<file path="config.mk">
export PLATFORM = sky130hd
export DESIGN_NAME = uart_tx_arbiter
export DESIGN_NICKNAME = d
export VERILOG_FILES = /design/src/rtl/uart_tx_arbiter_pkg.sv /design/src/rtl/uart_tx_arbiter_rr_pick.sv /design/src/rtl/uart_tx_arbiter.sv
export SDC_FILE = /design/constraint.sdc
export NUM_CORES = 1
export LEC_CHECK = 0
export CORE_MARGIN = 2
export CORE_UTILIZATION = 50
export DETAILED_ROUTE_END_ITERATION = 7
export MAX_ROUTING_LAYER = met4
export PLACE_DENSITY = 0.94
export SYNTH_ARGS = -nofsm -noshare
export SYNTH_HDL_FRONTEND = slang
export SYNTH_SLANG_ARGS = --single-unit
</file>
<file path="constraint.sdc">
create_clock -name i_clk -period 3.8 [get_ports i_clk]
set_input_delay 0.95 -clock i_clk [delete_from_list [all_inputs] [get_ports i_clk]]
set_output_delay 0.95 -clock i_clk [all_outputs]
set_load 0.01 [all_outputs]
</file>
<file path="src/rtl/uart_tx_arbiter_pkg.sv">
// Shared definitions for the UART transmit arbiter: FSM state encoding and
// the helper used to size index and counter fields from parameters.
package uart_tx_arbiter_pkg;

    typedef enum logic [2:0] {
        ST_IDLE  = 3'd0,
        ST_SEND  = 3'd1,
        ST_START = 3'd2,
        ST_WAIT  = 3'd3,
        ST_HOLD  = 3'd4
    } state_t;

    // Width needed to hold values 0..n-1, never narrower than one bit.
    function automatic int idx_width(input int n);
        return (n > 1) ? $clog2(n) : 1;
    endfunction

endpackage

</file>
<file path="src/rtl/uart_tx_arbiter_rr_pick.sv">
// Combinational round-robin picker. Searches ptr+1, ptr+2, ..., ptr (mod N_REQ)
// and reports the first asserted request as one-hot, as an index and as "any".
module uart_rr_pick
    import uart_tx_arbiter_pkg::*;
#(
    parameter int N_REQ = 4,
    parameter int PTR_W = idx_width(N_REQ)
) (
    input  logic [N_REQ-1:0] req,
    input  logic [PTR_W-1:0] ptr,
    output logic [N_REQ-1:0] gnt,
    output logic [PTR_W-1:0] idx,
    output logic             any
);

    // Scan upward from the slot after ptr; the last-served requester comes last.
    always_comb begin
        gnt = '0;
        idx = '0;
        any = 1'b0;
        for (int off = 1; off <= N_REQ; off++) begin
            if (!any && req[(int'(ptr) + off) % N_REQ]) begin
                any = 1'b1;
                gnt[(int'(ptr) + off) % N_REQ] = 1'b1;
                idx = PTR_W'((int'(ptr) + off) % N_REQ);
            end
        end
    end

endmodule

</file>
<file path="src/rtl/uart_tx_arbiter.sv">
// Round-robin arbiter/sequencer sharing one uart_tx among N_REQ byte sources.
// A grant is held across a multi-byte message until 'last' is sent or the
// owner stays idle for HOLD_CYCLES cycles between bytes.
module uart_tx_arbiter
    import uart_tx_arbiter_pkg::*;
#(
    parameter int NB_DATA     = 8,
    parameter int N_REQ       = 4,
    parameter int HOLD_CYCLES = 256
) (
    input  logic                     i_clk,
    input  logic                     i_reset,
    input  logic [N_REQ-1:0]         i_req_valid,
    input  logic [N_REQ*NB_DATA-1:0] i_req_data,
    input  logic [N_REQ-1:0]         i_req_last,
    output logic [N_REQ-1:0]         o_req_ready,
    output logic                     o_tx_start,
    output logic [NB_DATA-1:0]       o_tx_data,
    input  logic                     i_tx_done,
    output logic [N_REQ-1:0]         o_grant,
    output logic                     o_busy
);

    localparam int PTR_W = idx_width(N_REQ);
    localparam int CNT_W = idx_width(HOLD_CYCLES);

    // After reset the pointer sits on the highest requester so requester 0 wins first.
    localparam logic [PTR_W-1:0] PTR_RESET = PTR_W'(N_REQ - 1);
    localparam logic [CNT_W-1:0] CNT_LAST  = CNT_W'(HOLD_CYCLES - 1);
    localparam logic [N_REQ-1:0] OH_RESET  = N_REQ'(1);

    state_t             state_q, state_d;
    logic [PTR_W-1:0]   ptr_q, ptr_d;
    logic [PTR_W-1:0]   owner_q, owner_d;
    logic [N_REQ-1:0]   owner_oh_q, owner_oh_d;
    logic [NB_DATA-1:0] tx_byte_q, tx_byte_d;
    logic               last_q, last_d;
    logic [CNT_W-1:0]   cnt_q, cnt_d;

    logic [N_REQ-1:0]   pick_gnt;
    logic [PTR_W-1:0]   pick_idx;
    logic               pick_any;

    // Per-requester byte slices of the flat data bus.
    logic [NB_DATA-1:0] req_byte [N_REQ];

    for (genvar gi = 0; gi < N_REQ; gi++) begin : g_slice
        assign req_byte[gi] = i_req_data[gi*NB_DATA +: NB_DATA];
    end

    uart_rr_pick #(
        .N_REQ (N_REQ),
        .PTR_W (PTR_W)
    ) u_pick (
        .req (i_req_valid),
        .ptr (ptr_q),
        .gnt (pick_gnt),
        .idx (pick_idx),
        .any (pick_any)
    );

    // State, pointer, owner, captured byte and hold counter registers.
    always_ff @(posedge i_clk or posedge i_reset) begin
        if (i_reset) begin
            state_q    <= ST_IDLE;
            ptr_q      <= PTR_RESET;
            owner_q    <= '0;
            owner_oh_q <= OH_RESET;
            tx_byte_q  <= '0;
            last_q     <= 1'b0;
            cnt_q      <= '0;
        end else begin
            state_q    <= state_d;
            ptr_q      <= ptr_d;
            owner_q    <= owner_d;
            owner_oh_q <= owner_oh_d;
            tx_byte_q  <= tx_byte_d;
            last_q     <= last_d;
            cnt_q      <= cnt_d;
        end
    end

    // Next-state logic: arbitrate, accept a byte, strobe the transmitter, wait, hold.
    always_comb begin
        state_d    = state_q;
        ptr_d      = ptr_q;
        owner_d    = owner_q;
        owner_oh_d = owner_oh_q;
        tx_byte_d  = tx_byte_q;
        last_d     = last_q;
        cnt_d      = cnt_q;
        case (state_q)
            ST_IDLE: begin
                if (pick_any) begin
                    owner_d    = pick_idx;
                    owner_oh_d = pick_gnt;
                    state_d    = ST_SEND;
                end
            end
            ST_SEND: begin
                // Ready is high this cycle and the owner's valid is known high.
                tx_byte_d = req_byte[owner_q];
                last_d    = i_req_last[owner_q];
                state_d   = ST_START;
            end
            ST_START: begin
                state_d = ST_WAIT;
            end
            ST_WAIT: begin
                if (i_tx_done) begin
                    if (last_q) begin
                        ptr_d   = owner_q;
                        state_d = ST_IDLE;
                    end else begin
                        cnt_d   = '0;
                        state_d = ST_HOLD;
                    end
                end
            end
            ST_HOLD: begin
                // Only the owner can continue; everyone else waits for release.
                if (i_req_valid[owner_q]) begin
                    state_d = ST_SEND;
                end else if (cnt_q == CNT_LAST) begin
                    ptr_d   = owner_q;
                    state_d = ST_IDLE;
                end else begin
                    cnt_d = cnt_q + CNT_W'(1);
                end
            end
            default: begin
                state_d = ST_IDLE;
            end
        endcase
    end

    // Outputs decode straight from registers so reset clears them without a clock.
    always_comb begin
        o_busy      = (state_q != ST_IDLE);
        o_grant     = o_busy ? owner_oh_q : '0;
        o_req_ready = (state_q == ST_SEND) ? owner_oh_q : '0;
        o_tx_start  = (state_q == ST_START);
        o_tx_data   = tx_byte_q;
    end

endmodule

</file>
Word level (Yosys, flattened, before mapping)

Index checks and enable logic that the tools add are counted.

Register bits after elaboration: 28
Bits in latches: 0
RAM bits: 0
Memory bits (read-only): 0
Input bits: 43
Output and inout port bits: 18
Word-level logic and storage cells: 121
Memories: 0

$add $sub $neg: 5
$mul: 0
Divide/modulo/power cells: 0
Order comparisons: 10
Eq/ne operators: 13
Shift-type cells: 0
Mux-type cells: 57
Bitwise gates (word level): 8
Reduce and logical (&&, ||, !) cells: 21

Operators by type and width:

| kind                                                               | count |
|---|---|
| two-way mux 8 bit                                                  | 6 |
| two-way mux 4 bit                                                  | 6 |
| two-way mux 1 bit                                                  | 18 |
| binary-select mux 8 bit (select 2 bit)                             | 1 |
| < comparator 3 x 4 -> 1 bit (second input constant)                | 4 |
| two-way mux 2 bit                                                  | 8 |
| case mux 8 bit (2 select lines)                                    | 1 |
| two-way mux 3 bit                                                  | 5 |
| case mux 3 bit (5 select lines)                                    | 1 |
| inequality test 2 bit (second input constant)                      | 7 |
| binary-select mux 1 bit (select 2 bit)                             | 6 |
| greater-or-equal comparator 3 x 1 -> 1 bit (second input constant) | 4 |
| OR 4 bit                                                           | 3 |
| AND reduction 5 bit                                                | 2 |
| adder 8 x 1 -> 8 bit (second input constant)                       | 1 |
| demux 1 bit (select 2 bit)                                         | 4 |
| == test 8 bit (second input constant)                              | 1 |
| OR reduction 2 bit                                                 | 4 |
| logical AND 1 bit                                                  | 7 |
| == test 3 x 2 -> 1 bit (second input constant)                     | 2 |
| adder 2 x 1 -> 2 bit (second input constant)                       | 2 |
| adder 2 bit (second input constant)                                | 2 |
| AND 1 bit (first input constant)                                   | 4 |
| case mux 2 bit (2 select lines)                                    | 1 |
| 12 further kinds                                                   | 14 |

Logic depth before layout (Yosys ltp)

Gate-level depths: netlist of run 1.

Depth in word-level cells: 18
Gate-level depth with buffers: 8
Gate-level depth less buffers: 6

Modules after synthesis

A second synthesis of run 1 with hierarchy kept.

Cell total of the unflattened synthesis: 214
Area total of the unflattened synthesis: 2192.1 µm²

Modules (own cells, without submodules):

| module          | times used | cells each | area each (µm²) | sequential area each (µm²) |
|---|---|---|---|---|
| uart_tx_arbiter | 1          | 128        | 1562.7          | 704.4 |
| uart_rr_pick    | 1          | 86         | 629.4           | 0.0 |

Worst setup path after synthesis of run 1

OpenSTA, ideal clock, no wires.

Kind: register -> register
Start point: register ptr_q[0]
End point: register owner_q[0]
Setup time: 132 ps
Arrival time: 2500 ps
Required time: 3668 ps
Setup slack: 1168 ps
Stages on the path, launching flop included: 9
Cell sequence: dfstp_2 -> buf_1 -> inv_1 -> ha_1 -> clkbuf_1 -> mux2i_1 -> mux2_2 -> a2111oi_0 -> o31ai_1

Cells in the longest elaborated chain, start to end: 15

RTL lines:

| element                                               | line                                                         | source |
|---|---|---|
| start, declared                                       | uart_tx_arbiter.sv:33                                        | `logic [PTR_W-1:0] ptr_q, ptr_d;` |
| start signal, assigned                                | uart_tx_arbiter.sv:74                                        | `ptr_q <= ptr_d;` |
| adder 2 x 1 -> 2 bit                                  | uart_tx_arbiter_rr_pick.sv:22, uart_tx_arbiter_rr_pick.sv:25 |  |
| binary-select mux 1 bit (select 2 bit)                | uart_tx_arbiter_rr_pick.sv:22                                | `if (!any && req[(int'(ptr) + off) % N_REQ]) begin` |
| two-way mux 1 bit (implied by the code) (2 in series) | uart_tx_arbiter_rr_pick.sv:22                                |  |
| two-way mux 1 bit                                     | uart_tx_arbiter_rr_pick.sv:22                                |  |
| zero test 1 bit                                       | uart_tx_arbiter_rr_pick.sv:22                                |  |
| logical AND 1 bit                                     | uart_tx_arbiter_rr_pick.sv:22                                |  |
| two-way mux 1 bit                                     | uart_tx_arbiter_rr_pick.sv:22                                |  |
| zero test 1 bit                                       | uart_tx_arbiter_rr_pick.sv:22                                |  |
| logical AND 1 bit                                     | uart_tx_arbiter_rr_pick.sv:22                                |  |
| two-way mux 1 bit                                     | uart_tx_arbiter_rr_pick.sv:22                                |  |
| zero test 1 bit                                       | uart_tx_arbiter_rr_pick.sv:22                                |  |
| logical AND 1 bit                                     | uart_tx_arbiter_rr_pick.sv:22                                |  |
| two-way mux 1 bit                                     | uart_tx_arbiter_rr_pick.sv:22                                |  |
| AND reduction 2 bit (no source line)                  | -                                                            |  |
| end signal, assigned                                  | uart_tx_arbiter.sv:75                                        | `owner_q <= owner_d;` |
| end, declared                                         | uart_tx_arbiter.sv:34                                        | `logic [PTR_W-1:0] owner_q, owner_d;` |

Parallel ways exist; a longest one is shown, timed or not. The select of a mux whose other input is x is not followed.
A chain may end at the register's enable or synchronous reset.

Worst setup path after layout of run 1

Start point: input i_req_valid[0]
End point: register owner_oh_q[0]

Cells in the longest elaborated chain, start to end: 14

RTL lines:

| element                                               | line                          | source |
|---|---|---|
| start, declared                                       | uart_tx_arbiter.sv:13         | `input logic [N_REQ-1:0] i_req_valid,` |
| binary-select mux 1 bit (select 2 bit)                | uart_tx_arbiter_rr_pick.sv:22 |  |
| two-way mux 1 bit (implied by the code) (2 in series) | uart_tx_arbiter_rr_pick.sv:22 |  |
| two-way mux 1 bit                                     | uart_tx_arbiter_rr_pick.sv:22 |  |
| zero test 1 bit                                       | uart_tx_arbiter_rr_pick.sv:22 |  |
| logical AND 1 bit                                     | uart_tx_arbiter_rr_pick.sv:22 |  |
| two-way mux 1 bit                                     | uart_tx_arbiter_rr_pick.sv:22 |  |
| zero test 1 bit                                       | uart_tx_arbiter_rr_pick.sv:22 |  |
| logical AND 1 bit                                     | uart_tx_arbiter_rr_pick.sv:22 |  |
| two-way mux 1 bit                                     | uart_tx_arbiter_rr_pick.sv:22 |  |
| zero test 1 bit                                       | uart_tx_arbiter_rr_pick.sv:22 |  |
| logical AND 1 bit                                     | uart_tx_arbiter_rr_pick.sv:22 |  |
| two-way mux 1 bit                                     | uart_tx_arbiter_rr_pick.sv:22 |  |
| AND reduction 2 bit (no source line)                  | -                             |  |
| end signal, assigned                                  | uart_tx_arbiter.sv:76         | `owner_oh_q <= owner_oh_d;` |
| end, declared                                         | uart_tx_arbiter.sv:35         | `logic [N_REQ-1:0] owner_oh_q, owner_oh_d;` |

Parallel ways exist; a longest one is shown, timed or not. The select of a mux whose other input is x is not followed.

==> impl_metrics.ini, run 1 <==
[run_status]
outcome = complete, no violations

[synthesis]
post_synth_instance_area_sq_mm = 0.00208
synth_simple_gate_area_share_pct = 17.5
synth-edff-count = 0
async_sr_flop_fraction_pct = 100
post_synth_fa_ha_maj_area_fraction_pct = 5.40
synth_mux_area_share_pct = 22.9
synth_area_per_cell_sq_um = 10.7
synth_nets = 247
yosysWarnings = 0
syn-instance-count = 195
synth-seq-area-share_pct = 33.8
ys_top_cells_by_area = sky130_fd_sc_hd__dfrtp_1 30%, sky130_fd_sc_hd__mux4_2 11%, sky130_fd_sc_hd__mux2_2 7.0%
netlist-cell-type-count = 49
ys_seq_elements = 28
largest_family_of_logic_cells_by_synthesized_area = multiplexers
synth_ff_type = sky130_fd_sc_hd__dfrtp_1
yosys.area.top_type_share_pct = 30.0
synth_compound_area_share_pct = 16.0
yosys.area_share.xor_xnor_pct = 0
yosys.area.top_type = sky130_fd_sc_hd__dfrtp_1

[pwr]
power_leakage_nw = 1.05
internal_power_mw = 1.17
pwr-share-clk_pct = 12.5
seq_power_share_pct = 33.2
power-per-cell-area_mw_per_mm2 = 693
p_total_mw = 1.91
sw_frac_of_total_pct = 38.7
relative_contribution_of_combinational_cells_to_total_power_pct = 54.3
ir_drop_v = 0.000489
p_sw_uw = 741

[clock_tree]
cts_buffers = 3
number_of_buffers_on_the_longest_clock_path = 2
cts_repair_resize_count = 0
clkSlewWorstSetupHoldPaths_ns = 0.11
clock_tree_from_tritoncts = done
clock-root-buffer = sky130_fd_sc_hd__clkbuf_8
total_clock_sinks = 28
cts_setup_buffers = 0
clk-insertion-delay-late_ns = 0.28
ctsHoldBuffers = 0
cts.htree.levels = 1

[timing]
timing.fmax_ghz = 0.322
unrepaired_setup_endpoints_after_global_routing = no
final_max_slew_viol_count = 0
worst_pin_slew_ns = 1.05
slew_headroom_pct = 29.6
finalSetupViolCount = 0
post-route-min-period_ns = 3.10
clock-skew-final_ns = 0.0133
final-hold-violation-count = 0
final_min_period_over_clock_period_pct = 81.7
hold_slack_final_ns = 0.512
fin_setup_tns_ns = 0
setup_ws_ns = 0.697

[die]
io_pins = 61
core_area_sq_mm = 0.00400
die_h_microns = 68.6
initial_utilization_pct = 52.1
core.rowCount = 23
design.die.area_sq_mm = 0.00470
die_boundary_width_microns = 68.6

[placement]
placed_cell_area_sq_mm = 0.00269
dp_hpwl_mm = 4.17
post-place-ws_ns = 0.592
globalplace.congestion = 0.943
port_buf_inserts = 60
dp.cells = 293

[route]
routed-via-count = 1814
via_per_inst = 6.11
avgRoutedWirePerCell_microns = 18.2
post-route-drc-count = 0
drt_iter0_markers = 154
finalWirelength_mm = 5.40
dr.pass1.iters = 4
antenna_violating_nets_post_route = 0

[finish]
share_of_final_layout_standard_cells_stronger_than_drive_strength_1_pct = 15.8
num-nets-final = 300
fin_util_pct = 69.0
fin_area_sq_mm = 0.00276
area_delta_synth_final_pct = 32.4
antenna-diode-count = 0
instances_no_fill = 297

[hold_path]
worst_hold_path_type = reg -> reg

[grt]
grt_first_pass_wirelength_mm = 9.02
global_route_met1_usage_pct = 31.0
globalRouteMet2Util_pct = 47.1
pin_count_of_the_biggest_net_entering_global_routing = 29
global_route.overflow_total = 0
grtUsageMet3_pct = 4.38
number_of_global_route_vias_before_repair = 1871
grt_util_all_layers_pct = 27.0
globalRoute.busiestLayer = met2
initial_antenna_violation_count = 0

[critical_path]
critical_path_peak_fanout = 11
path_class = in -> reg
setup.worst_path.end_class = flip-flop
critical_path_arrival_ns = 3.29
required_ns = 3.99
ff2ff_setup_slack_ns = 1.13
critical_path.startpoint_type = primary input

[run]
timing.max_cap.violations = 0
==> cell type report <==
type	instances	area (sq um)
Multi-Input combinational cell	148	1290
Timing Repair Buffer	61	608
Inverter	6	22.5
Clock inverter	1	30.0
Sequential cell	28	704
Tap cell	50	62.6
Clock buffer	3	41.3
Fill cell	283	1240
==> placed cells by master, fill, tap and decap left out, drive strengths merged, types with 3 or more instances in the layout <==
cell / Yosys / layout
a2111oi: 4 / 4
a21oi: 10 / 10
a41oi: 4 / 4
and2: 8 / 8
clkbuf: 7 / 3
clkdlybuf4s50: 0 / 60
dfrtp: 25 / 25
dfstp: 3 / 3
ha: 9 / 9
inv: 6 / 6
mux2: 13 / 13
mux2i: 8 / 8
mux4: 11 / 11
nand2: 10 / 10
nand3b: 6 / 6
nor2: 8 / 8
nor2b: 5 / 5
nor3: 3 / 3
nor3b: 4 / 4
o211ai: 5 / 5
o21ai: 7 / 7
o31ai: 3 / 3
or3b: 5 / 5
==> sequential cells by signal (all words and copies together), names as in the netlist <==
signal	count
state_q	3
owner_oh_q	4
o_tx_data	8
cnt_q	8
last_q	1
ptr_q	2
owner_q	2
==> cells by family (layout without fill, tap and decap cells) <==
family,Yosys count,in the layout
buffers and inverters,19,71
AOI/OAI and AO/OA,46,46
DFF,28,28
muxes,32,32
adders and majority gates,9,9
and+or+nand+nor,61,61
==> synthesized netlist by cell type, drive strengths merged (4+ instances only) <==
library cell  number
or3b               5
a41oi              4
mux2i              8
nor2b              5
clkbuf             7
a21oi             10
o211ai             5
buf                6
inv                6
and2               8
nand3b             6
a2111oi            4
o21ai              7
ha                 9
nand2             10
nor3b              4
nor2               8
mux2              13
dfrtp             25
mux4              11
==> metal layers <==
metal  up-vias  part of all wire (%)
met5         -                     0
met4         0                   2.7
met3        15                   4.2
met2        59                    54
li1        852                     -
met1       888                    39
==> power groups by stage <==
stage	logic (mW)	registers, mW	clock network, mW
global placement	0.988	0.627	0
floorplan	0.718	0.554	0
detailed placement	1.02	0.638	0
CTS	1.04	0.632	0.238
finish	1.04	0.635	0.240
global route	1.12	0.662	0.252
==> worst max-delay path, stage by stage <==
cell	delay, ns
sky130_fd_sc_hd__clkdlybuf4s50_1	0.68
sky130_fd_sc_hd__or3b_1	0.40
sky130_fd_sc_hd__a2111oi_2	0.72
sky130_fd_sc_hd__o21ai_0	0.25
sky130_fd_sc_hd__a41oi_1	0.29
==> final timing paths <==
path	from	to	cells past startpoint
min in group asynchronous	i_reset	cnt_q[4]	2
max	i_req_valid[0]	owner_oh_q[0]	5
min	cnt_q[0]	cnt_q[0]	1
max in group asynchronous	i_reset	o_tx_data[0]	2
min reg2reg	cnt_q[0]	cnt_q[0]	1
max reg2reg	ptr_q[0]	owner_oh_q[0]	6
No activity file was read; power rests on OpenSTA's default activity.
==> inputs of run 2 (changes only) <==
--- a/config.mk
+++ b/config.mk
@@ -6,10 +6,10 @@
 export NUM_CORES = 1
 export LEC_CHECK = 0
 export CORE_MARGIN = 2
-export CORE_UTILIZATION = 50
+export CORE_UTILIZATION = 43
 export DETAILED_ROUTE_END_ITERATION = 7
 export MAX_ROUTING_LAYER = met4
-export PLACE_DENSITY = 0.94
+export PLACE_DENSITY = 0.87
 export SYNTH_ARGS = -nofsm -noshare
 export SYNTH_HDL_FRONTEND = slang
 export SYNTH_SLANG_ARGS = --single-unit
==> constraint.sdc (replaced) <==
create_clock -name i_clk -period 2.6 [get_ports i_clk]
set_input_delay 0.65 -clock i_clk [delete_from_list [all_inputs] [get_ports i_clk]]
set_output_delay 0.65 -clock i_clk [all_outputs]
set_load 0.01 [all_outputs]
==> impl_metrics.ini, run 2 (synthesized netlist as in run 1, its figures left out) <==
[route]
detail_route.wirelength.met1_mm = 2.20
avgRoutedWirePerCell_microns = 16.5
route.top_layer_used = met4
post-route-drc-count = 0
via_per_inst = 5.82
antenna_violating_nets_post_route = 0
met2_wirelength_mm = 2.86
finalWirelength_mm = 5.37
dr.pass1.iters = 4
drt_iter0_markers = 215
routed-via-count = 1892
met3RoutedLength_microns = 253

[finish]
ff_latch_area_sq_um = 704
fillerInstances = 370
fin_area_sq_mm = 0.00295
area_delta_synth_final_pct = 41.3
antenna-diode-count = 0
multi_input_comb_area_sq_mm = 0.00129
mostFrequentLayoutCell = sky130_fd_sc_hd__clkdlybuf4s50_1
num-nets-final = 324
instances_no_fill = 325
layout.cells.most_common_list = 60 x sky130_fd_sc_hd__clkdlybuf4s50_1, 25 x sky130_fd_sc_hd__dfrtp_1, 25 x sky130_fd_sc_hd__buf_4
share_of_final_layout_standard_cells_stronger_than_drive_strength_1_pct = 23.2

[timing]
setup_ws_ns = 0.133
final-hold-violation-count = 0
slew_headroom_pct = 64.0
unrepaired_setup_endpoints_after_global_routing = no
worst_pin_slew_ns = 0.541
final_max_slew_viol_count = 0
final_min_period_over_clock_period_pct = 94.9
finalSetupViolCount = 0
timing.fmax_ghz = 0.405
post-route-min-period_ns = 2.47
clock-skew-final_ns = 0.00412

[placement]
post-place-ws_ns = -0.184
placed_cell_area_sq_mm = 0.00286
dp_hpwl_mm = 4.26
globalplace.congestion = 0.887
dp.cells = 319
port_buf_inserts = 60

[pwr]
power_leakage_nw = 1.17
p_sw_mw = 1.08
seq_power_share_pct = 27.9
power-per-cell-area_mw_per_mm2 = 980
sw_frac_of_total_pct = 37.6
pwr-share-clk_pct = 12.1
internal_power_mw = 1.80
relative_contribution_of_combinational_cells_to_total_power_pct = 60.0
ir_drop_v = 0.000411

[die]
initial_utilization_pct = 44.4
io_pins = 61
die_boundary_width_microns = 73.6
core_area_sq_mm = 0.00469
die_h_microns = 73.6
core.rowCount = 25
design.die.area_sq_mm = 0.00542

[critical_path]
critical_path_arrival_ns = 1.82
required_ns = 1.95
path_class = reg -> out
critical_path_peak_fanout = 9
critical_path.startpoint_type = flip-flop
setup.worst_path.end_class = primary output

[clock_tree]
clock-root-buffer = sky130_fd_sc_hd__clkbuf_8
clock_tree_from_tritoncts = done
cts_buffers = 3
clkSlewWorstSetupHoldPaths_ns = 0.10
cts.htree.levels = 1
total_clock_sinks = 28
clk-insertion-delay-late_ns = 0.28
number_of_buffers_on_the_longest_clock_path = 2
ctsHoldBuffers = 0

[grt]
global_route.overflow_total = 0
initial_antenna_violation_count = 0
grt_util_all_layers_pct = 22.0
number_of_global_route_vias_before_repair = 1895
grt_first_pass_wirelength_mm = 9.11
pin_count_of_the_biggest_net_entering_global_routing = 29

[hold_path]
worst_hold_path_type = reg -> reg

[run_status]
outcome = complete, no violations

[run]
timing.max_cap.violations = 0
==> run 2: final cells by class <==
class,instances,area share (%)
clock inverter,1,1.02
clock buffer,3,1.40
inverter,6,0.765
timing repair buffer,85,26.8
multi-input combinational,148,43.8
tap,54,2.29
sequential,28,23.9
==> run 2: what timing repair did <==
item	4_1_cts	5_1_grt
setup buffers	0	2
gates resized for setup	0	1
setup endpoints to repair	0	5
==> run 2: worst paths after layout <==
check | from | to | slack (ns) | depth (start not counted)
setup / recovery | state_q[2] | o_req_ready[2] | 0.13 | 4
hold / removal | o_tx_data[7] | o_tx_data[7] | 0.52 | 1
setup reg to reg | ptr_q[0] | owner_oh_q[2] | 0.29 | 6
hold reg to reg | o_tx_data[7] | o_tx_data[7] | 0.52 | 1
max in group asynchronous | i_reset | owner_oh_q[0] | 1.57 | 3
min in group asynchronous | i_reset | cnt_q[3] | 0.72 | 3
==> run 2: critical path: stages, from the launching register on <==
cell,delay [ns]
sky130_fd_sc_hd__dfrtp_1,0.47
sky130_fd_sc_hd__nor3b_1,0.22
sky130_fd_sc_hd__buf_4,0.18
sky130_fd_sc_hd__and2_1,0.13
sky130_fd_sc_hd__clkdlybuf4s50_1,0.53
==> run 2: metal layers <==
metal  GRT usage (%)  vias to the layer above
met5               -                        -
met4            4.24                        0
met3            3.84                        8
met2            38.3                       47
met1            27.0                      938
li1                -                      899
==> run 2: power groups by stage <==
| stage | registers, mW | clock network, mW | logic (mW) |
|---|---|---|---|
| after global placement | 0.798 | 0 | 1.65 |
| final | 0.806 | 0.350 | 1.73 |
| after global routing | 0.835 | 0.371 | 1.88 |
| after CTS | 0.804 | 0.348 | 1.72 |
| after detailed placement | 0.812 | 0 | 1.71 |
| after floorplan | 0.809 | 0 | 1.05 |
==> run 2: through the flow <==
step	TNS [ns]	total power [mW]	util (%)	hold WS (ns)
2_1_floorplan	0	1.86	-	0.479
3_3_place_gp	0	2.45	60.9	0.490
3_5_place_dp	-0.399	2.52	60.9	0.499
4_1_cts	0	2.87	62.4	0.521
5_1_grt	0	3.09	62.8	0.533
6_report	0	2.89	62.8	0.521
==> inputs of run 3 (changes only) <==
--- a/config.mk
+++ b/config.mk
@@ -6,10 +6,12 @@
 export NUM_CORES = 1
 export LEC_CHECK = 0
 export CORE_MARGIN = 2
-export CORE_UTILIZATION = 43
+export CORE_UTILIZATION = 44
+export CTS_CLUSTER_SIZE = 24
 export DETAILED_ROUTE_END_ITERATION = 7
 export MAX_ROUTING_LAYER = met4
 export PLACE_DENSITY = 0.87
 export SYNTH_ARGS = -nofsm -noshare
 export SYNTH_HDL_FRONTEND = slang
+export SYNTH_HIERARCHICAL = 1
 export SYNTH_SLANG_ARGS = --single-unit
==> constraint.sdc (replaced) <==
create_clock -name i_clk -period 2.6 [get_ports i_clk]
set_input_delay 0.78 -clock i_clk [delete_from_list [all_inputs] [get_ports i_clk]]
set_output_delay 0.78 -clock i_clk [all_outputs]
set_load 0.01 [all_outputs]
==> impl_metrics.ini, run 3 <==
[run_status]
outcome = complete, no violations

[die]
die_h_microns = 74.6
io_pins = 61
initial_utilization_pct = 46.1
core_area_sq_mm = 0.00475
die_boundary_width_microns = 74.6
design.die.area_sq_mm = 0.00556
core.rowCount = 25

[critical_path]
critical_path.max_stage_delay_ns = 0.47
setup.worst_path.end_class = flip-flop
cp_cell_sequence = clkdlybuf4s50_1 > buf_4 > mux4_2 > buf_4 > a2111o_1 > mux2_2
worstSetupStartpoint = i_req_valid[1]
critical_path.startpoint_type = primary input
crit_path_top_delay_cell = sky130_fd_sc_hd__mux4_2
path_class = in -> reg
critical_path_peak_fanout = 5
path_common_cell = sky130_fd_sc_hd__buf_4
required_ns = 2.78
critPathBufInv = 3
reg2reg_from = ptr_q[0]
critPathTopFamily = buffers and inverters
critical_path_arrival_ns = 2.71

[pwr]
power-per-cell-area_mw_per_mm2 = 979
power_leakage_nw = 1.32
ir_drop_v = 0.000468

[clock_tree]
ctsHoldBuffers = 0
cts_buffers = 3
number_of_buffers_on_the_longest_clock_path = 2
clock_tree_from_tritoncts = done
total_clock_sinks = 28
clk-insertion-delay-late_ns = 0.29
clkSlewWorstSetupHoldPaths_ns = 0.09
clock-root-buffer = sky130_fd_sc_hd__clkbuf_8
cts.htree.levels = 1

[synthesis]
async_sr_flop_fraction_pct = 100
syn-instance-count = 214
ys_top_cells_by_area = sky130_fd_sc_hd__dfrtp_1 29%, sky130_fd_sc_hd__mux4_2 12%, sky130_fd_sc_hd__mux2_2 8.7%
synth_area_per_cell_sq_um = 10.2
synth_nets = 266
synth_ff_type = sky130_fd_sc_hd__dfrtp_1
yosys.area.top_type = sky130_fd_sc_hd__dfrtp_1
synth-edff-count = 0
synth-seq-area-share_pct = 32.1
ys_seq_elements = 28
netlist-cell-type-count = 50
post-synth-top-count-cell = sky130_fd_sc_hd__dfrtp_1
synth.cells.most_frequent = 25 x sky130_fd_sc_hd__dfrtp_1, 17 x sky130_fd_sc_hd__mux2_2, 15 x sky130_fd_sc_hd__nand2_1
post_synth_instance_area_sq_mm = 0.00219
yosys.area.top_type_share_pct = 28.5
yosysWarnings = 6

[finish]
fillerInstances = 383
multi_input_comb_area_sq_mm = 0.00138
num-nets-final = 348
antenna-diode-count = 0
layout.cells.most_common_list = 57 x sky130_fd_sc_hd__clkdlybuf4s50_1, 30 x sky130_fd_sc_hd__buf_4, 22 x sky130_fd_sc_hd__dfrtp_1
mostFrequentLayoutCell = sky130_fd_sc_hd__clkdlybuf4s50_1
share_of_final_layout_standard_cells_stronger_than_drive_strength_1_pct = 25.1
area_delta_synth_final_pct = 42.9
instances_no_fill = 362
ff_latch_area_sq_um = 708

[timing]
post-route-min-period_ns = 2.53
worst_pin_slew_ns = 0.455
timing.fmax_ghz = 0.395
hold_slack_final_ns = 0.513
final_min_period_over_clock_period_pct = 97.5
fin_setup_tns_ns = 0
final_max_slew_viol_count = 0
clock-skew-final_ns = 0.00697
unrepaired_setup_endpoints_after_global_routing = no
finalSetupViolCount = 0
setup_ws_ns = 0.0654
final-hold-violation-count = 0
slew_headroom_pct = 69.7

[grt]
global_route.overflow_total = 0
grt_first_pass_wirelength_mm = 9.00
pin_count_of_the_biggest_net_entering_global_routing = 29
number_of_global_route_vias_before_repair = 1999
initial_antenna_violation_count = 0
grt_util_all_layers_pct = 21.5

[route]
post-route-drc-count = 0
avgRoutedWirePerCell_microns = 15.8
drt_iter0_markers = 158
via_per_inst = 5.90
routed-via-count = 2135
dr.pass1.iters = 5
finalWirelength_mm = 5.70
antenna_violating_nets_post_route = 0

[placement]
post-place-ws_ns = -0.250
port_buf_inserts = 60
dp_hpwl_mm = 4.28
dp.cells = 353
globalplace.congestion = 0.916

[run]
timing.max_cap.violations = 0

[hold_path]
worst_hold_startpoint = o_tx_data[3]
worst_hold_path_type = reg -> reg
run 3: cell types whose count changed after synthesis, sizes merged, moves of 5 or more:
cell,change
nand3b,-5
nand4,+6
nand3,+7
inv,+6
nand2,+5
mux2i,-5
run 3: what timing repair did:
| item | 4_1_cts | 5_1_grt |
|---|---|---|
| pin swaps | 0 | 2 |
| setup endpoints to repair | 2 | 10 |
| cloned | 0 | 1 |
| buffers inserted | 0 | 4 |
| resized for setup | 1 | 7 |
run 3: stage by stage:
step	cell area (sq um)	util, %	total power, mW
after floorplan	2200	-	1.95
after global placement	2980	62.7	2.54
after detailed placement	2980	62.7	2.61
after CTS	3060	64.4	2.98
after global routing	3130	65.9	3.26
final	3130	65.9	3.06
run 3: final timing paths:
kind	to	slack (ns)	cells after the start
worst max-delay path	owner_oh_q[3]	0.07	6
worst min-delay path	o_tx_data[3]	0.51	1
worst max register to register	owner_oh_q[3]	0.24	6
worst min register to register	o_tx_data[3]	0.51	1
max in group asynchronous	owner_oh_q[0]	1.45	3
min in group asynchronous	cnt_q[1]	0.84	3
run 3: area by class of cell:
cell class | instances | area share, %
clock buffers | 3 | 1.32
repair buffers | 91 | 27.0
clock inverters | 1 | 0.959
well taps | 67 | 2.68
flip-flops and latches | 28 | 22.6
inverters | 12 | 1.44
multi-input cells | 160 | 44.0
run 3: cell families (layout without fill, tap and decap cells):
logic type               count (synthesis)  count (layout)  synth area share (%)
multiplexers                            32              33                  22.4
adder cells (fa/ha/maj)                  9               9                  5.14
buffers and inverters                   27             107                  6.68
AO/OA/AOI/OAI                           48              48                  15.4
flip-flops                              28              28                  32.1
XOR/XNOR                                 1               1                 0.400
AND/OR/NAND/NOR                         69              69                  17.8
run 3: where the power goes:
| part | switching [mW] | internal [mW] | leakage (nW) |
|---|---|---|---|
| Sequential | 0.173 | 0.624 | 0.343 |
| Clock | 0.142 | 0.207 | 0.0357 |
| Combinational | 0.850 | 1.07 | 0.938 |
run 3: per-layer routing:
metal	routed length [microns]	up-vias	GRT usage, %
met1	2380	1022	28.0
li1	-	971	-
met4	140	0	6.35
met3	427	21	2.30
met5	0	-	-
met2	2750	121	35.4
